## src/rtl/dlfloat_pkg.sv

```systemverilog
// Shared DLFloat16 constants and the sequencer state type.
package dlfloat_pkg;

    localparam int DL_W     = 16;
    localparam int EXP_BIAS = 31;
    localparam int EXP_W    = 6;
    localparam int MAN_W    = 9;

    localparam logic [DL_W-1:0] DL_ONE = 16'h3E00;
    localparam logic [DL_W-1:0] DL_TWO = 16'h4000;

    typedef enum logic [2:0] {
        ST_IDLE,
        ST_LOAD_A,
        ST_LOAD_B,
        ST_ISSUE,
        ST_DRAIN,
        ST_DONE
    } seq_state_t;

endpackage

```

## src/rtl/dlfloat_seq_cnt.sv

```systemverilog
// Loadable down-counter that saturates at zero and flags when it holds one.
module dlfloat_seq_cnt #(
    parameter int W = 8
) (
    input  logic         clk,
    input  logic         rst,
    input  logic         load_i,
    input  logic [W-1:0] load_val_i,
    input  logic         dec_i,
    output logic         last_o
);

    logic [W-1:0] cnt_q;

    // Load wins over decrement; decrement stops at zero so the count never wraps.
    always_ff @(posedge clk or posedge rst) begin
        if (rst) begin
            cnt_q <= '0;
        end else if (load_i) begin
            cnt_q <= load_val_i;
        end else if (dec_i && (cnt_q != '0)) begin
            cnt_q <= cnt_q - W'(1);
        end
    end

    assign last_o = (cnt_q == W'(1));

endmodule

```

## src/rtl/dlfloat_mac_seq.sv

```systemverilog
// Job sequencer feeding (a, b) pairs to the DLFloat16 MAC and returning its result.
module dlfloat_mac_seq
    import dlfloat_pkg::*;
#(
    parameter int LEN_W   = 8,
    parameter int MAC_LAT = 3,
    parameter int DW      = DL_W
) (
    input  logic             clk,
    input  logic             rst,
    input  logic             start,
    input  logic [LEN_W-1:0] len,
    input  logic [DW-1:0]    in_data,
    input  logic             in_valid,
    output logic             in_ready,
    output logic             mac_clr,
    output logic [DW-1:0]    mac_a,
    output logic [DW-1:0]    mac_b,
    output logic             mac_en,
    input  logic [DW-1:0]    mac_res,
    output logic [DW-1:0]    res_data,
    output logic             res_valid,
    input  logic             res_ready,
    output logic             busy
);

    localparam int DRAIN_W = (MAC_LAT < 2) ? 1 : $clog2(MAC_LAT + 1);

    seq_state_t state_q, state_d;

    logic [DW-1:0] a_q, a_d;
    logic [DW-1:0] mac_a_q, mac_a_d;
    logic [DW-1:0] mac_b_q, mac_b_d;
    logic          mac_en_q, mac_en_d;
    logic          mac_clr_q, mac_clr_d;
    logic [DW-1:0] res_data_q, res_data_d;
    logic          res_valid_q, res_valid_d;
    logic          busy_q, busy_d;

    logic rem_load, rem_dec, rem_last;
    logic drn_load, drn_dec, drn_last;

    // Remaining operand pairs of the current job.
    dlfloat_seq_cnt #(.W(LEN_W)) u_rem_cnt (
        .clk        (clk),
        .rst        (rst),
        .load_i     (rem_load),
        .load_val_i (len),
        .dec_i      (rem_dec),
        .last_o     (rem_last)
    );

    // Cycles left before the last pair's contribution shows on mac_res.
    dlfloat_seq_cnt #(.W(DRAIN_W)) u_drain_cnt (
        .clk        (clk),
        .rst        (rst),
        .load_i     (drn_load),
        .load_val_i (DRAIN_W'(MAC_LAT)),
        .dec_i      (drn_dec),
        .last_o     (drn_last)
    );

    // Next-state and next-output decode; issue strobes are prepared one cycle ahead so they are registered.
    always_comb begin
        state_d     = state_q;
        a_d         = a_q;
        mac_a_d     = mac_a_q;
        mac_b_d     = mac_b_q;
        mac_en_d    = 1'b0;
        mac_clr_d   = 1'b0;
        res_data_d  = res_data_q;
        res_valid_d = res_valid_q;
        rem_load    = 1'b0;
        rem_dec     = 1'b0;
        drn_load    = 1'b0;
        drn_dec     = 1'b0;
        case (state_q)
            ST_IDLE: begin
                if (start) begin
                    if (len != '0) begin
                        rem_load  = 1'b1;
                        mac_clr_d = 1'b1;
                        state_d   = ST_LOAD_A;
                    end else begin
                        res_data_d  = '0;
                        res_valid_d = 1'b1;
                        state_d     = ST_DONE;
                    end
                end
            end
            ST_LOAD_A: begin
                if (in_valid) begin
                    a_d     = in_data;
                    state_d = ST_LOAD_B;
                end
            end
            ST_LOAD_B: begin
                if (in_valid) begin
                    mac_a_d  = a_q;
                    mac_b_d  = in_data;
                    mac_en_d = 1'b1;
                    state_d  = ST_ISSUE;
                end
            end
            ST_ISSUE: begin
                rem_dec = 1'b1;
                if (rem_last) begin
                    drn_load = 1'b1;
                    state_d  = ST_DRAIN;
                end else begin
                    state_d  = ST_LOAD_A;
                end
            end
            ST_DRAIN: begin
                drn_dec = 1'b1;
                if (drn_last) begin
                    res_data_d  = mac_res;
                    res_valid_d = 1'b1;
                    state_d     = ST_DONE;
                end
            end
            ST_DONE: begin
                if (res_ready) begin
                    res_valid_d = 1'b0;
                    state_d     = ST_IDLE;
                end
            end
            default: begin
                state_d = ST_IDLE;
            end
        endcase
        busy_d = (state_d != ST_IDLE);
    end

    // State and registered outputs; reset abandons any job in flight.
    always_ff @(posedge clk or posedge rst) begin
        if (rst) begin
            state_q     <= ST_IDLE;
            a_q         <= '0;
            mac_a_q     <= '0;
            mac_b_q     <= '0;
            mac_en_q    <= 1'b0;
            mac_clr_q   <= 1'b0;
            res_data_q  <= '0;
            res_valid_q <= 1'b0;
            busy_q      <= 1'b0;
        end else begin
            state_q     <= state_d;
            a_q         <= a_d;
            mac_a_q     <= mac_a_d;
            mac_b_q     <= mac_b_d;
            mac_en_q    <= mac_en_d;
            mac_clr_q   <= mac_clr_d;
            res_data_q  <= res_data_d;
            res_valid_q <= res_valid_d;
            busy_q      <= busy_d;
        end
    end

    assign in_ready  = (state_q == ST_LOAD_A) || (state_q == ST_LOAD_B);
    assign mac_clr   = mac_clr_q;
    assign mac_a     = mac_a_q;
    assign mac_b     = mac_b_q;
    assign mac_en    = mac_en_q;
    assign res_data  = res_data_q;
    assign res_valid = res_valid_q;
    assign busy      = busy_q;

endmodule

```

## config.mk

```make
export PLATFORM = sky130hd
export DESIGN_NAME = dlfloat_mac_seq
export DESIGN_NICKNAME = d
export VERILOG_FILES = /design/src/rtl/dlfloat_pkg.sv /design/src/rtl/dlfloat_seq_cnt.sv /design/src/rtl/dlfloat_mac_seq.sv
export SDC_FILE = /design/constraint.sdc
export NUM_CORES = 1
export LEC_CHECK = 0
export CAP_MARGIN = 15
export CELL_PAD_IN_SITES_DETAIL_PLACEMENT = 0
export CELL_PAD_IN_SITES_GLOBAL_PLACEMENT = 1
export CORE_UTILIZATION = 41
export DETAILED_ROUTE_END_ITERATION = 16
export PLACE_DENSITY = 0.87
export SLEW_MARGIN = 5
export SYNTH_ARGS = -nofsm -noshare
export SYNTH_HDL_FRONTEND = slang
export SYNTH_SLANG_ARGS = --single-unit
```

## constraint.sdc

```tcl
create_clock -name clk -period 6.6 [get_ports clk]
set_clock_uncertainty 0.05 [all_clocks]
set_input_delay 0.66 -clock clk [delete_from_list [all_inputs] [get_ports clk]]
set_output_delay 0.66 -clock clk [all_outputs]
set_load 0.05 [all_outputs]
```

# Word level (Yosys, flattened, before mapping)
# Cells that the tools add are included.
[totals]
output_inout_bits = 53
reg_bits = 81
[classes]
mux = 30
add_sub_neg = 2
n_reduce_logical = 16
eq_ne = 11
[ops]
columns = ["cell", "count"]
rows = [
  ["two-way mux 16 bit", 3],
  ["case mux 16 bit (2 select lines)", 1],
  ["two-way mux 3 bit", 7],
  ["case mux 3 bit (6 select lines)", 1],
  ["two-way mux 8 bit", 2],
  ["nonzero test 8 bit", 2],
  ["two-way mux 1 bit", 13],
  ["equality test 8 x 1 -> 1 bit, second input constant", 1],
  ["!= test 2 bit, second input constant", 4],
  ["nonzero test 2 bit", 4],
  ["subtractor 8 x 1 -> 8 bit, second input constant", 1],
  ["equality test 3 x 2 -> 1 bit, second input constant", 2],
  ["equality test 3 bit, second input constant", 2],
  ["nonzero test 3 bit", 2],
  ["AND reduction 5 bit", 1],
  ["two-way mux 2 bit", 2],
  ["AND reduction 2 bit", 2],
  ["AND reduction 4 bit", 1],
  ["equality test 3 x 1 -> 1 bit, second input constant", 1],
  ["zero test 3 bit", 1],
  ["case mux 1 bit (3 select lines)", 1],
  ["equality test 2 x 1 -> 1 bit, second input constant", 1],
  ["logical AND 1 bit", 2],
  ["subtractor 2 x 1 -> 2 bit, second input constant", 1],
  ["logical OR 1 bit", 1],
]

# Longest topological paths before layout
[logic_depth]
depth_word = 5
depth_mapped = 7
mapped_depth_nobuf = 6

# Cells and area by module
# Synthesis repeated with hierarchy kept, for this count alone.
[unflattened]
cells_unflattened = 256
hier_area_um2 = 3442.1
[modules_own_cells]
columns = ["module", "seq_area_each_um2", "area_each_um2", "instances", "cells_each"]
rows = [
  ["dlfloat_mac_seq", 1776.7, 2737.6, 1, 178],
  ["dlfloat_seq_cnt at u_rem_cnt", 200.2, 556.8, 1, 64],
  ["dlfloat_seq_cnt at u_drain_cnt", 50.0, 147.6, 1, 14],
]

# Worst setup path after synthesis
# No wires, ideal clock.
[synth_path]
kind = "reg-to-output"
startpoint = "register state_q[0]"
endpoint = "output port in_ready"
arrival_time_ns = 1.522
path_slack_ns = 4.368
path_stages_with_launch = 4
n_path_buf = 1
cell_sequence = "dfrtp_1 clkbuf_8 nand2b_1 a21oi_1"
[synth_via]
elab_chain_cells = 2
elab_cells_between_ends = 3
cone_classes = "2 x eq/ne; 1 x reduce/logical"
[synth_lines]
columns = ["item", "line_no", "source"]
rows = [
  ["start: declaration", "dlfloat_mac_seq.sv:29", "seq_state_t state_q, state_d;"],
  ["start signal: assignment", "dlfloat_mac_seq.sv:148", "state_q <= state_d;"],
  ["equality test 3 x 1 -> 1 bit or equality test 3 x 2 -> 1 bit (tied branches)", "dlfloat_mac_seq.sv:160", "assign in_ready = (state_q == ST_LOAD_A) || (state_q == ST_LOAD_B);"],
  ["logical OR 1 bit (*)", "dlfloat_mac_seq.sv:160", ""],
  ["end: declaration", "dlfloat_mac_seq.sv:15", "output logic in_ready,"],
]
# Every way passes the cells marked *; elsewhere a longest branch is shown, timed or not.

# Final worst setup path
[layout_path]
startpoint = "register state_q[1]"
endpoint = "output port in_ready"
# The elaborated chain is that of the path after synthesis.

==> results_dict.tcl <==
set metrics [dict create \
    setup-tns-final_ns 0 \
    cts_setup_buffers 0 \
    dp_cells 435 \
    synthSimpleGateAreaFrac_pct 10.6 \
    grtUsageTotal_pct 16.6 \
    cts_root_buf "clkbuf_8" \
    clockBufferDepth 2 \
    dpl.hpwl_um 4780 \
    area_delta_synth_final_pct 36.1 \
    power_w 0.00220 \
    p_leak_nw 1.93 \
    cts_buffers 9 \
    ys_warn_count 0 \
    path_class "reg2out" \
    wl_um 6810 \
    post-route-period-util_pct 42.8 \
    yosysSeqAreaShare_pct 59.6 \
    clock-sinks 81 \
    dieHeight_um 93.1 \
    routedWlPerCell_um 15.1 \
    drive_gt1_share_pct 22.6 \
    syn_area_per_cell_um2 13.9 \
    ios 98 \
    multiInputGateArea_um2 1270 \
    drc 0 \
    fmax_mhz 354 \
    clkTransAtPathRegs_ns 0.08 \
    insertedDiodeCount 0 \
    placement.io_buffers 97 \
    setup_viol 0 \
    grt_pass1_vias 2197 \
    drtIter0Drc 91 \
    critPathRequiredTime_ns 5.89 \
    finalNetCount 393 \
    synth_edf_count 0 \
    synth_top_area_share_pct 59.6 \
    p_per_area_nw_per_um2 475 \
    placementRows 32 \
    ys_seq_elements 81 \
    postCtsHoldBufs 0 \
    start_util_pct 43.1 \
    ir_drop_v 0.000239 \
    finalCriticalPeriod_ns 2.83 \
    run_status "finished clean" \
    fillers 634 \
    critPathLaunchType "flop" \
    cp.arrival_ns 2.12 \
    drt.antenna.violating_nets 0 \
    via_per_inst 5.14 \
    core_um2 7890 \
    syn_nets 293 \
    synth.area.top_cells "dfrtp_1 60%, mux2_2 16%, a22o_1 4.1%" \
    grt_max_degree 82 \
    yosysTopAreaCell "dfrtp_1" \
    drv_slew 0 \
    final_cell_mix "97 x clkdlybuf4s50_1, 81 x dfrtp_1, 48 x mux2_2, 16 x a22o_1, 13 x nand2_1" \
    seq_area_um2 2030 \
    ctsHtreeMaxLevel 3 \
    antenna_found_initial 0 \
    rsz0062_at_grt "no" \
    synth_top_flop_cell "dfrtp_1" \
    grt_remaining_overflow 0 \
    max_slew_margin_pct 29.9 \
    grt_pass1_wl_um 11100 \
    synth_top_family_by_area "multiplexers" \
    die_x_um 93.1 \
    ctsResizeCount 0 \
    dieArea_um2 8660 \
    yosysUniqueCellTypes 43 \
    final_common_cell "clkdlybuf4s50_1" \
    cts_tree "done" \
    synth_compound_area_share_pct 9.27 \
    gp_congestion 0.793 \
    worst_slew_pin_slew_ns 1.05 \
    muxShareOfSynthArea_pct 15.9 \
    maxCapViolCount 0 \
    synth-adder-area-share_pct 1.47 \
    drtPass1Iterations 4 \
    hp-class "reg2reg" \
    vias 2318 \
    synth_cells 244 \
    synth-async-reset-ratio_pct 100 \
    end_kind "primary output" \
    clkLatencyLatePin_ns 0.35 \
    synth_area_um2 3400 \
    synth_xor_area_share_pct 0.258 \
    cp_max_fo 12 \
    hold_viol 0 \
    fin_cells 451 \
]
[worst max-delay path: stages, from the launching register on]
cell and delay [ns]:
dfrtp_1 0.52, nand2b_1 0.25, a21oi_1 0.17, clkdlybuf4s50_1 0.84
[cell type report]
| cell class | count | area share [%] |
|---|---|---|
| clock buffers | 10 | 2.97 |
| clock inverters | 6 | 1.05 |
| inverters | 6 | 0.568 |
| multi-input cells | 147 | 27.5 |
| flip-flops and latches | 81 | 43.8 |
| well taps | 102 | 2.76 |
| repair buffers | 99 | 21.3 |
[synth_stat cells, types with 3 or more instances]
cell,n
a21oi_1,4
a22o_1,16
buf_2,7
dfrtp_1,81
ha_1,4
inv_1,5
mux2_2,48
nand2_1,13
nand2b_1,5
nand3_1,8
nand3b_1,5
nor2_1,4
nor3_1,3
o211ai_1,4
o311ai_0,3
[worst paths after layout]
kind,from,endpoint,slack [ns],cells after the start
max,state_q[1],in_ready,3.77,3
min reg2reg,res_data[6],res_data[6],0.45,1
max in group asynchronous,rst,a_q[1],4.96,3
min in group asynchronous,rst,mac_b[2],0.89,3
max reg2reg,state_q[2],res_data[5],4.27,4
min,res_data[6],res_data[6],0.45,1
[per-stage QoR]
stage | worst slack (ns) | util (%) | area (µm²) | hold WS, ns
CTS | 3.76 | 58.7 | 4630 | 0.459
finish | 3.77 | 58.7 | 4630 | 0.452
detailed placement | 4.00 | 56.3 | 4440 | 0.430
global placement | 4.03 | 56.3 | 4440 | 0.433
global route | 3.64 | 58.7 | 4630 | 0.471
floorplan | 3.81 | - | 3400 | 0.425
[sequential cells by signal (all words and copies together), names as in the netlist]
register	flops
mac_b	16
mac_en	1
mac_clr	1
u_drain_cnt.cnt_q	2
state_q	3
res_valid	1
a_q	16
busy	1
res_data	16
u_rem_cnt.cnt_q	8
mac_a	16
[cell families after synthesis]
group           Yosys count
compound gates           38
simple gates             56
fa+ha+maj                 4
mux                      48
xor+xnor                  1
buf+inv                  16
flops                    81
[metal layers]
layer,track usage [%],vias to the layer above,wire length [µm]
met5,0,-,0
met4,7.31,0,104
met3,2.85,7,247
met2,25.4,52,3250
met1,23.3,1160,3210
li1,-,1099,-
[power by group]
part	total [W]	internal (W)	leakage (nW)	switching (W)
registers	0.000814	0.000687	1.01	0.000126
logic	0.00104	0.000425	0.827	0.000619
clock network	0.000342	0.000152	0.0912	0.000190
(Power assumes the default switching activity.)
